[src/rtl/udma_tx_stream_sim.sv]
// udma_tx_stream_sim: uDMA-side TX channel model in front of the UART TX path.
// Words pushed by the sequence are buffered in a FIFO. The UART's req/gnt
// address phase is served from buffered words that are not yet granted.
// Each grant becomes a valid data beat VALID_LATENCY cycles later. The
// valid/ready data phase then pops the FIFO head.
module udma_tx_stream_sim #(
    parameter int DATA_WIDTH      = 32,
    parameter int FIFO_DEPTH      = 16,
    parameter int VALID_LATENCY   = 1,
    parameter int MAX_OUTSTANDING = 2,
    parameter int TRANS_SIZE      = 16
) (
    input  logic                          sys_clk_i,
    input  logic                          rstn_i,
    input  logic                          push_valid_i,
    input  logic [DATA_WIDTH-1:0]         push_data_i,
    output logic                          push_ready_o,
    input  logic                          flush_i,
    input  logic                          data_tx_req_i,
    output logic                          data_tx_gnt_o,
    output logic [DATA_WIDTH-1:0]         data_tx_o,
    output logic                          data_tx_valid_o,
    input  logic                          data_tx_ready_i,
    output logic [$clog2(FIFO_DEPTH):0]   fifo_level_o,
    output logic [TRANS_SIZE-1:0]         sent_count_o,
    output logic                          busy_o
);

    localparam int AW = $clog2(FIFO_DEPTH);
    localparam int LW = AW + 1;

    logic [DATA_WIDTH-1:0] r_mem [FIFO_DEPTH];
    logic [AW-1:0]         r_wr_ptr;
    logic [AW-1:0]         r_rd_ptr;
    logic [LW-1:0]         r_level;
    logic [LW-1:0]         r_outst;
    logic [LW-1:0]         r_matured;
    logic [TRANS_SIZE-1:0] r_sent;
    logic                  r_alive;

    logic w_push;
    logic w_pop;
    logic w_gnt;
    logic w_mature;
    logic w_valid;

    // Handshake qualifiers; flush overrides push, grant and pop.
    // r_alive keeps push_ready low until the first clock after reset.
    assign w_valid      = (r_matured != '0);
    assign push_ready_o = r_alive & (r_level < LW'(FIFO_DEPTH));
    assign w_push       = push_valid_i & push_ready_o & ~flush_i;
    assign w_gnt        = data_tx_req_i & (r_level > r_outst)
                        & (r_outst < LW'(MAX_OUTSTANDING)) & ~flush_i;
    assign w_pop        = w_valid & data_tx_ready_i & ~flush_i;

    assign data_tx_gnt_o   = w_gnt;
    assign data_tx_valid_o = w_valid;
    assign data_tx_o       = w_valid ? r_mem[r_rd_ptr] : '0;
    assign fifo_level_o    = r_level;
    assign sent_count_o    = r_sent;
    assign busy_o          = (r_level != '0) | (r_outst != '0);

    // FIFO storage; no reset needed since the head is masked while not valid
    always_ff @(posedge sys_clk_i) begin
        if (w_push)
            r_mem[r_wr_ptr] <= push_data_i;
    end

    // Grant-to-data latency line: the grant itself counts as the first stage
    generate
        if (VALID_LATENCY == 1) begin : g_nopipe
            assign w_mature = w_gnt;
        end else begin : g_pipe
            logic [VALID_LATENCY-2:0] r_pipe;
            // Shift accepted grants; flush drops everything still in flight
            always_ff @(posedge sys_clk_i or negedge rstn_i) begin
                if (!rstn_i) begin
                    r_pipe <= '0;
                end else if (flush_i) begin
                    r_pipe <= '0;
                end else begin
                    r_pipe[0] <= w_gnt;
                    for (int i = 1; i < VALID_LATENCY - 1; i++)
                        r_pipe[i] <= r_pipe[i-1];
                end
            end
            assign w_mature = r_pipe[VALID_LATENCY-2];
        end
    endgenerate

    // Pointers, level, outstanding grants and matured beats
    always_ff @(posedge sys_clk_i or negedge rstn_i) begin
        if (!rstn_i) begin
            r_wr_ptr  <= '0;
            r_rd_ptr  <= '0;
            r_level   <= '0;
            r_outst   <= '0;
            r_matured <= '0;
        end else if (flush_i) begin
            r_wr_ptr  <= '0;
            r_rd_ptr  <= '0;
            r_level   <= '0;
            r_outst   <= '0;
            r_matured <= '0;
        end else begin
            if (w_push)
                r_wr_ptr <= r_wr_ptr + 1'b1;
            if (w_pop)
                r_rd_ptr <= r_rd_ptr + 1'b1;
            r_level   <= r_level   + LW'(w_push)   - LW'(w_pop);
            r_outst   <= r_outst   + LW'(w_gnt)    - LW'(w_pop);
            r_matured <= r_matured + LW'(w_mature) - LW'(w_pop);
        end
    end

    // Delivered-word counter survives flush and wraps naturally
    always_ff @(posedge sys_clk_i or negedge rstn_i) begin
        if (!rstn_i)
            r_sent <= '0;
        else if (w_pop)
            r_sent <= r_sent + 1'b1;
    end

    // Push side stays closed until the first clock after reset release
    always_ff @(posedge sys_clk_i or negedge rstn_i) begin
        if (!rstn_i)
            r_alive <= 1'b0;
        else
            r_alive <= 1'b1;
    end

    a_hold: assert property (@(posedge sys_clk_i) disable iff (!rstn_i)
        (w_valid && !data_tx_ready_i && !flush_i) |=> (w_valid && $stable(data_tx_o)));
    a_max_outst: assert property (@(posedge sys_clk_i) disable iff (!rstn_i)
        r_outst <= LW'(MAX_OUTSTANDING));
    a_outst_level: assert property (@(posedge sys_clk_i) disable iff (!rstn_i)
        r_outst <= r_level);

endmodule

[config.mk]
export PLATFORM = sky130hd
export DESIGN_NAME = udma_tx_stream_sim
export DESIGN_NICKNAME = d
export VERILOG_FILES = /design/src/rtl/udma_tx_stream_sim.sv
export SDC_FILE = /design/constraint.sdc
export NUM_CORES = 1
export LEC_CHECK = 0
export ABC_CLOCK_PERIOD_IN_PS = 2800
export CORE_MARGIN = 3
export CORE_UTILIZATION = 45
export CTS_CLUSTER_DIAMETER = 100
export CTS_CLUSTER_SIZE = 28
export DETAILED_ROUTE_END_ITERATION = 12
export PLACE_DENSITY = 0.66
export SYNTH_ARGS = -nofsm -noshare
export SYNTH_HDL_FRONTEND = slang
export SYNTH_SLANG_ARGS = --single-unit
[constraint.sdc]
create_clock -name sys_clk_i -period 2.8 [get_ports sys_clk_i]
set_input_delay 0.42 -clock sys_clk_i [delete_from_list [all_inputs] [get_ports sys_clk_i]]
set_output_delay 0.42 -clock sys_clk_i [all_outputs]
set_load 0.05 [all_outputs]
==> results.md, run 1 <==
- Status: finished, violations left
- Failing checks: setup timing
- Number of inserted diodes: 0
- Gate count after technology mapping: 1136
- R2r worst-path depth: 14
- Via count: approximately 12000
- Pleak: between 8 and 9 nW
- DRT Pass-1 Iters: 5
- Starting Density: between 40% and 50%
- Gr ovfl total: 0
- Period utilization: 110%
- Setup violators final: 32
- Die area: just over 50000 sq um
- Min Clock Period, post-route: 3.07 ns
- Non-Filler Instances: roughly 2000
- Worst slew margin: 35.0%
- CP Launch Type: flip-flop
- CTS Buf Count: 24
- Number of global-route vias before repair: 11700
- Combinational Power Share: 40.6%
- Mapped Area: ~22000 sq um
- DRT iter0 DRCs: around 1000
- Worst hold path type: reg2reg
- IO Pins: 95
- Clock buffer depth: 3
- Synthesized area per cell: just under 20 sq um
- DIE HEIGHT: roughly 230 um
- Slowest-stage cell, CP: dfrtp_1
- Post-synth cell types: 45
- Crit end category: output port
- Power consumption: approximately 23 mW
- Routed Wire Length: 52.7 mm
- Pint: around 15 mW
- Setup ws final: -0.269 ns
- Cell Chain, Critical Path: inv_2 > ha_4 > nor4b_4 > buf_6 > buf_4 > nor3b_4 > buf_6 > clkbuf_16 > nand2_1 > o211ai_1 > buf_4
- Slowest Stage Delay on Critical Path: 0.39 ns
- Setup TNS: -6.39 ns
- Layout cells sized above 1: approximately 30%
- Tot GR Track Use: between 20% and 30%
- Clock skew: ~0.031 ns
- Sink Count: roughly 550
- Sequential power share: about two fifths
- Worst VDD drop: 0.600 mV
- Avg WL per Cell: ~27 um
- Worst EP arrival: 2.65 ns
- Die width: 227 um
- Crit Path Class: reg2out
- CTS tree: built
- Min-delay src: sent_count_o[15]
- WHS Path Cells: 1
- Min-Delay Endpoint: sent_count_o[15]
- Sw Pwr: 7.72 mW
- MaxCap Viol Count: 0
- Fillers: roughly 3600
- Port-buffer cells: 94
- Vias per cell: 5.91
- Yosys reg bits: 552
- R2r startpoint: r_matured[2]
- Design area: about 27000 sq um
- Clock transition at path regs: 0.12 ns
- Reg2reg end: r_outst[4]
- GP Congestion: approximately 0.74
- DRC Markers: 0
- Global-route wire length before repair: 76.2 mm
- Final Hold Viols: 0
- Clock Latency Late Sink: about 0.58 ns
- Area grow syn2layout: 20.7%
- Slew @ Worst Pin: about 0.98 ns
- Core Region: around 48000 sq um
- RSZ-0062 raised after global routing: true
- Yosys Warn Count: 0
- Rows: 80
- Largest net degree at the start of global routing: between 40 and 50
- Setup slack, reg-to-reg: ~0.14 ns
- Sw Share: 33.8%
- H-tree levels: 1
- Final net count: approximately 1400
- Maximum fanout along the worst path: 6
- Root Driver: clkbuf_16
- Cells after DPL: 1858
- Clock power frac: a little under a fifth
- Max Clock Freq: roughly 330 MHz
- Final HPWL from detailed placement: roughly 27 mm
- Final ANT Viol Nets: 0
- Sequential fraction of the synthesis area: around three quarters
- Syn nets: approximately 1200
- Initial antenna violation count: 2
- Cell Pwr Density: between 800 and 900 nW/um^2
- Req. time, crit path: 2.38 ns
- Max-slew violations: 0
- Post-DP Area: approximately 24000 sq um
==> stage by stage <==
step / util [%] / setup slack [ns] / hold slack [ns]
after floorplan: - / -0.209 / 0.124
after detailed placement: 50.8 / -0.0712 / 0.469
after global routing: 55.2 / -0.394 / 0.492
after global placement: 50.8 / -0.0711 / 0.461
after CTS: 54.6 / -0.291 / 0.484
final: 55.2 / -0.269 / 0.482
==> kinds of logic (layout without fill, tap and decap cells) <==
kind of cell	count (synthesis)	after routing	share of synthesized area (%)
flip-flops	552	552	74.5
other	1	1	0.0170
AO/OA/AOI/OAI	114	114	3.93
adder cells (fa/ha/maj)	35	35	2.09
multiplexers	162	162	12.9
AND/OR/NAND/NOR	162	165	3.71
XOR/XNOR	29	29	1.15
buffers and inverters	81	299	1.73
==> cells in the mapped netlist <==
cell type | instances | area, sq um
buf_4 | 9 | 67.6
mux2_2 | 3 | 33.8
buf_2 | 11 | 55.1
and4bb_2 | 1 | 12.5
nand3_1 | 47 | 235
buf_1 | 4 | 15.0
and3b_1 | 1 | 8.76
nand2b_1 | 4 | 25.0
inv_1 | 23 | 86.3
nor4b_4 | 1 | 23.8
nor3_1 | 1 | 5.00
conb_1 | 1 | 3.75
nor4b_1 | 1 | 8.76
mux4_2 | 97 | 2180
and2_1 | 2 | 12.5
mux2i_1 | 62 | 621
nor2b_1 | 9 | 56.3
a22oi_1 | 52 | 390
a21o_1 | 2 | 15.0
xor2_1 | 13 | 114
nand2_1 | 34 | 128
nor4_2 | 1 | 12.5
edfxtp_1 | 512 | 15400
clkbuf_1 | 29 | 109
o211ai_1 | 31 | 233
nand3b_1 | 1 | 7.51
a22o_1 | 1 | 8.76
nand4_1 | 7 | 43.8
a22oi_2 | 10 | 125
a211oi_1 | 1 | 7.51
or3b_2 | 1 | 8.76
ha_1 | 32 | 400
nand4b_1 | 2 | 17.5
a21oi_1 | 12 | 60.1
and4_1 | 2 | 17.5
and3_1 | 1 | 6.26
nor2_1 | 41 | 154
dfrtp_1 | 40 | 1000
xnor2_1 | 16 | 140
fa_1 | 3 | 60.1
buf_6 | 4 | 45.0
o21ai_0 | 5 | 25.0
or3_1 | 4 | 25.0
nor3b_1 | 1 | 7.51
inv_2 | 1 | 3.75
==> how the worst max path moves through the flow <==
stage / from / to / slack, ns
3_5_place_dp: r_rd_ptr[1] / data_tx_o[4] / -0.07
2_1_floorplan: fifo_level_o[4] / r_mem[3][0] / -0.21
3_3_place_gp: data_tx_ready_i / fifo_level_o[4] / -0.07
5_1_grt: r_matured[2] / data_tx_o[11] / -0.39
4_1_cts: r_matured[2] / data_tx_o[9] / -0.29
6_report: r_matured[2] / data_tx_o[13] / -0.27
==> layout make-up <==
| type | instances | area, sq um | share of cell area [%] |
|---|---|---|---|
| Sequential cell | 552 | 16400 | 61.8 |
| Clock buffer | 41 | 686 | 2.58 |
| Inverter | 24 | 95.1 | 0.358 |
| Clock inverter | 3 | 41.3 | 0.156 |
| Tap cell | 615 | 769 | 2.90 |
| Timing Repair Buffer | 231 | 2830 | 10.7 |
| Multi-Input combinational cell | 506 | 5730 | 21.6 |
==> placed cells by master (no fill, tap or decap), drive strengths merged, types with 10 or more instances in the layout <==
cell | netlist | routed
a21oi | 12 | 12
a22oi | 62 | 62
buf | 28 | 164
clkbuf | 29 | 44
clkdlybuf4s50 | 0 | 58
dfrtp | 40 | 40
edfxtp | 512 | 512
ha | 32 | 32
inv | 24 | 26
mux2i | 62 | 62
mux4 | 97 | 97
nand2 | 34 | 34
nand3 | 47 | 47
nor2 | 41 | 42
nor2b | 9 | 10
o211ai | 31 | 31
xnor2 | 16 | 16
xor2 | 13 | 13
==> metal layers <==
layer / vias up / GRT usage (%) / wire, um / part of all wire [%]
li1: 4993 / - / - / -
met1: 6147 / 27.9 / 21900 / 41
met2: 429 / 34.1 / 26200 / 50
met3: 80 / 3.09 / 3260 / 6.2
met4: 2 / 4.55 / 1350 / 2.6
met5: - / 0 / 11 / 0.021
==> state kept, by name, indices dropped and copies added (netlist names) <==
signal        flops
r_matured         5
r_mem           512
sent_count_o     16
r_alive           1
r_wr_ptr          4
fifo_level_o      5
r_rd_ptr          4
r_outst           5
==> critical path: cells and delay by family, from the launching register on <==
kind,cells,cell delay (ns)
DFF,1,0.39
and+or+nand+nor,3,0.40
buffers and inverters,6,0.97
adders and majority gates,1,0.15
AOI/OAI and AO/OA,1,0.16
==> power groups by stage <==
| stage | sequential [mW] | combinational [mW] | clock, mW |
|---|---|---|---|
| after floorplan | 9.70 | 5.10 | 0 |
| after global placement | 9.57 | 7.50 | 0 |
| after detailed placement | 9.57 | 7.58 | 0 |
| after CTS | 9.37 | 8.95 | 4.32 |
| after global routing | 9.39 | 9.85 | 4.58 |
| final | 9.37 | 9.28 | 4.20 |
==> what timing repair did <==
action                                  4_1_cts  5_1_grt
resized for setup                            73       43
cloned                                       14        4
endpoints found under the hold margin        16        0
buffers inserted                             40       13
hold buffers                                  1        0
pin swaps                                    33       38
endpoints found under the setup margin       34       36
Note: power is estimated with default switching activity, not from simulation.
==> run 2: changes to the inputs <==
- ABC_CLOCK_PERIOD_IN_PS: 2800 -> unset
- CORE_MARGIN: 3 -> 2
- DONT_BUFFER_PORTS: unset -> 1
- PLACE_DENSITY: 0.66 -> 0.63
==> run 2 against run 1 <==
Compared with the run above: the run still ends with setup timing left; fmax shrank 2.7%; cell count shrank 1.6%; first-iteration DRC count shrank 5.2%; hold slack lost 0.40 ns; non-clock buffer count shrank 28.
==> results.md, run 2 (synthesis gave the netlist of run 1 again) <==
- Status: finished, violations left
- Failing checks: setup timing
- Layout cells sized above 1: 30.0% (+0.12 points)
- Most common library cell in the layout ignoring fill and taps: edfxtp_1
- Most frequent cells in the layout: edfxtp_1, buf_4, mux4_2, mux2i_1, nand3_1
- WHS Path Cells: 3 (+2)
- Setup violators final: 33 (+3.1%)
- Slowest-stage cell, CP: dfrtp_1
- Core Region: 48500 sq um (+1.0%)
- Crit Path Class: reg2out
- CTS tree: built
- Clock Latency Late Sink: 0.61 ns (+0.03 ns)
- Worst slew margin: 32.5% (-2.5 points)
- MaxCap Viol Count: 0 (unchanged)
- DIE HEIGHT: 225 um (-0.88%)
- Area grow syn2layout: 17.6%
- Clock skew: 0.0306 ns (+0.0000180 ns)
- Port-buffer cells: 0 (-100%)
- Slowest Stage Delay on Critical Path: 0.41 ns (+0.02 ns)
- Post-DP Area: 23600 sq um (-3.2%)
- Largest net degree at the start of global routing: 41 (unchanged)
- Final Hold Viols: 0 (unchanged)
- DRT iter0 DRCs: 993 (-5.2%)
- Period utilization: 113% (+3.1 points)
- CP bufs+invs: 5 (-1)
- Design area: 25900 sq um (-2.6%)
- Max-slew violations: 0 (unchanged)
- DRT Pass-1 Iters: 5 (unchanged)
- Cell Chain, Critical Path: inv_2 > ha_4 > nor4b_4 > buf_6 > inv_4 > and2_4 > buf_12 > a22oi_2 > o211ai_1 > buf_4
- Req. time, crit path: 2.38 ns (about the same)
- Worst EP arrival: 2.73 ns (+0.08 ns)
- Max Clock Freq: 317 MHz (-2.7%)
- Pleak: 8.34 nW (-2.3%)
- R2r startpoint: r_matured[3]
- R2r worst-path depth: 19 (+5)
- Dpl ws: 0.0647 ns (+0.136 ns)
- Top Family by Delay on Critical Path: buffers and inverters
- RSZ-0062 raised after global routing: true
- Reg2reg end: r_matured[4]
- Min-delay src: data_tx_ready_i
- Cell Pwr Density: 865 nW/um^2 (+0.45%)
- Root Driver: clkbuf_16
- Starting Density: 45.3% (-0.47 points)
- Crit end category: output port
- Avg WL per Cell: 25.8 um (-3.6%)
- Min Clock Period, post-route: 3.15 ns (+0.0859 ns)
- CTS Buf Count: 24 (unchanged)
- Worst hold path type: in2reg
- Sink Count: 552 (unchanged)
- Clock transition at path regs: 0.11 ns (about the same)
- Number of global-route vias before repair: 11600 (-1.2%)
- Tot GR Track Use: 19.9% (-0.23 points)
- Final ANT Viol Nets: 0 (unchanged)
- DRC Markers: 0 (unchanged)
- Global-route wire length before repair: 74.5 mm (-2.3%)
- Final HPWL from detailed placement: 27.2 mm (-0.90%)
- IO Pins: 95 (unchanged)
- Rows: 81 (+1.3%)
- Initial antenna violation count: 2 (unchanged)
- Maximum fanout along the worst path: 7 (+1)
- Die width: 225 um (-0.88%)
- Clock buffer depth: 3 (unchanged)
- Worst VDD drop: 0.670 mV (+12%)
- Die area: 50700 sq um (-1.8%)
- Gr ovfl total: 0 (unchanged)
- Vias per cell: 5.76 (-2.4%)
- Top reg by flops: r_mem
- Routed Wire Length: 50.0 mm (-5.1%)
- Min-Delay Endpoint: r_rd_ptr[3]
- Slew @ Worst Pin: 1.01 ns (+0.0342 ns)
- Finished Core Util: 53.3% (-2.0 points)
- Setup slack, reg-to-reg: -0.22 ns (-0.36 ns)
- H-tree levels: 1 (unchanged)
- Final net count: 1382 (-2.1%)
- Setup ws final: -0.355 ns (-0.0859 ns)
- GP Congestion: 0.767 (+3.7%)
- Number of flip-flops in the largest register: 512 (unchanged)
- CP Launch Type: flip-flop
- Via count: 11200 (-4.0%)
-- run 2: final cells by class --
type	instances	area, sq um
repair buffers	203	2220
well taps	622	778
clock buffers	30	644
flip-flops and latches	552	16400
diodes	1	2.50
multi-input cells	504	5670
inverters	24	92.6
fillers	3743	22700
clock inverters	5	55.1
-- run 2: where the power goes --
group / switching, mW / leakage [nW] / total, mW / internal (mW)
Combinational: 4.79 / 2.88 / 8.74 / 3.95
Clock: 2.49 / 0.338 / 4.17 / 1.67
Sequential: 0.277 / 5.13 / 9.46 / 9.18
Total: 7.56 / 8.34 / 22.4 / 14.8
-- run 2: worst max path at each step --
stage	cells after the start	from	to	slack, ns
3_5_place_dp	12	r_matured[2]	fifo_level_o[4]	0.06
2_1_floorplan	4	fifo_level_o[4]	r_mem[3][0]	-0.21
6_report	10	r_matured[3]	data_tx_o[25]	-0.35
3_3_place_gp	12	r_matured[3]	fifo_level_o[4]	0.13
5_1_grt	11	r_matured[3]	data_tx_o[28]	-0.42
4_1_cts	6	r_rd_ptr[0]	data_tx_o[25]	-0.29
-- run 2: through the flow --
stage	hold WS [ns]	total power, mW	TNS (ns)	instances
detailed placement	0.125	16.9	0	1803
global placement	0.125	16.9	0	1803
global route	0.0748	23.3	-11.50	1940
finish	0.0768	22.4	-8.94	1941
CTS	0.0559	22.2	-7.39	1933
floorplan	0.124	14.8	-64.54	1136
-- run 2: what timing repair did --
item                                   CTS  global route
gates cloned                             9             1
hold buffers                            36             0
setup endpoints to repair               32            38
buffers inserted                        50             7
pin swaps                               21            25
endpoints found under the hold margin  575             0
gates resized for setup                 66            25
-- run 2: tightest hold or removal path: cells and delay by family --
| family | cells | cell delay (ns) |
|---|---|---|
| simple gates | 2 | 0.14 |
| xor+xnor | 1 | 0.07 |
-- run 2: layer usage --
metal	vias to the layer above	global-route usage, %	part of all wire [%]
li1	4905	-	-
met4	2	3.67	1.5
met5	-	0	0.026
met2	234	34.0	50
met3	45	2.16	4.1
met1	6001	28.1	44
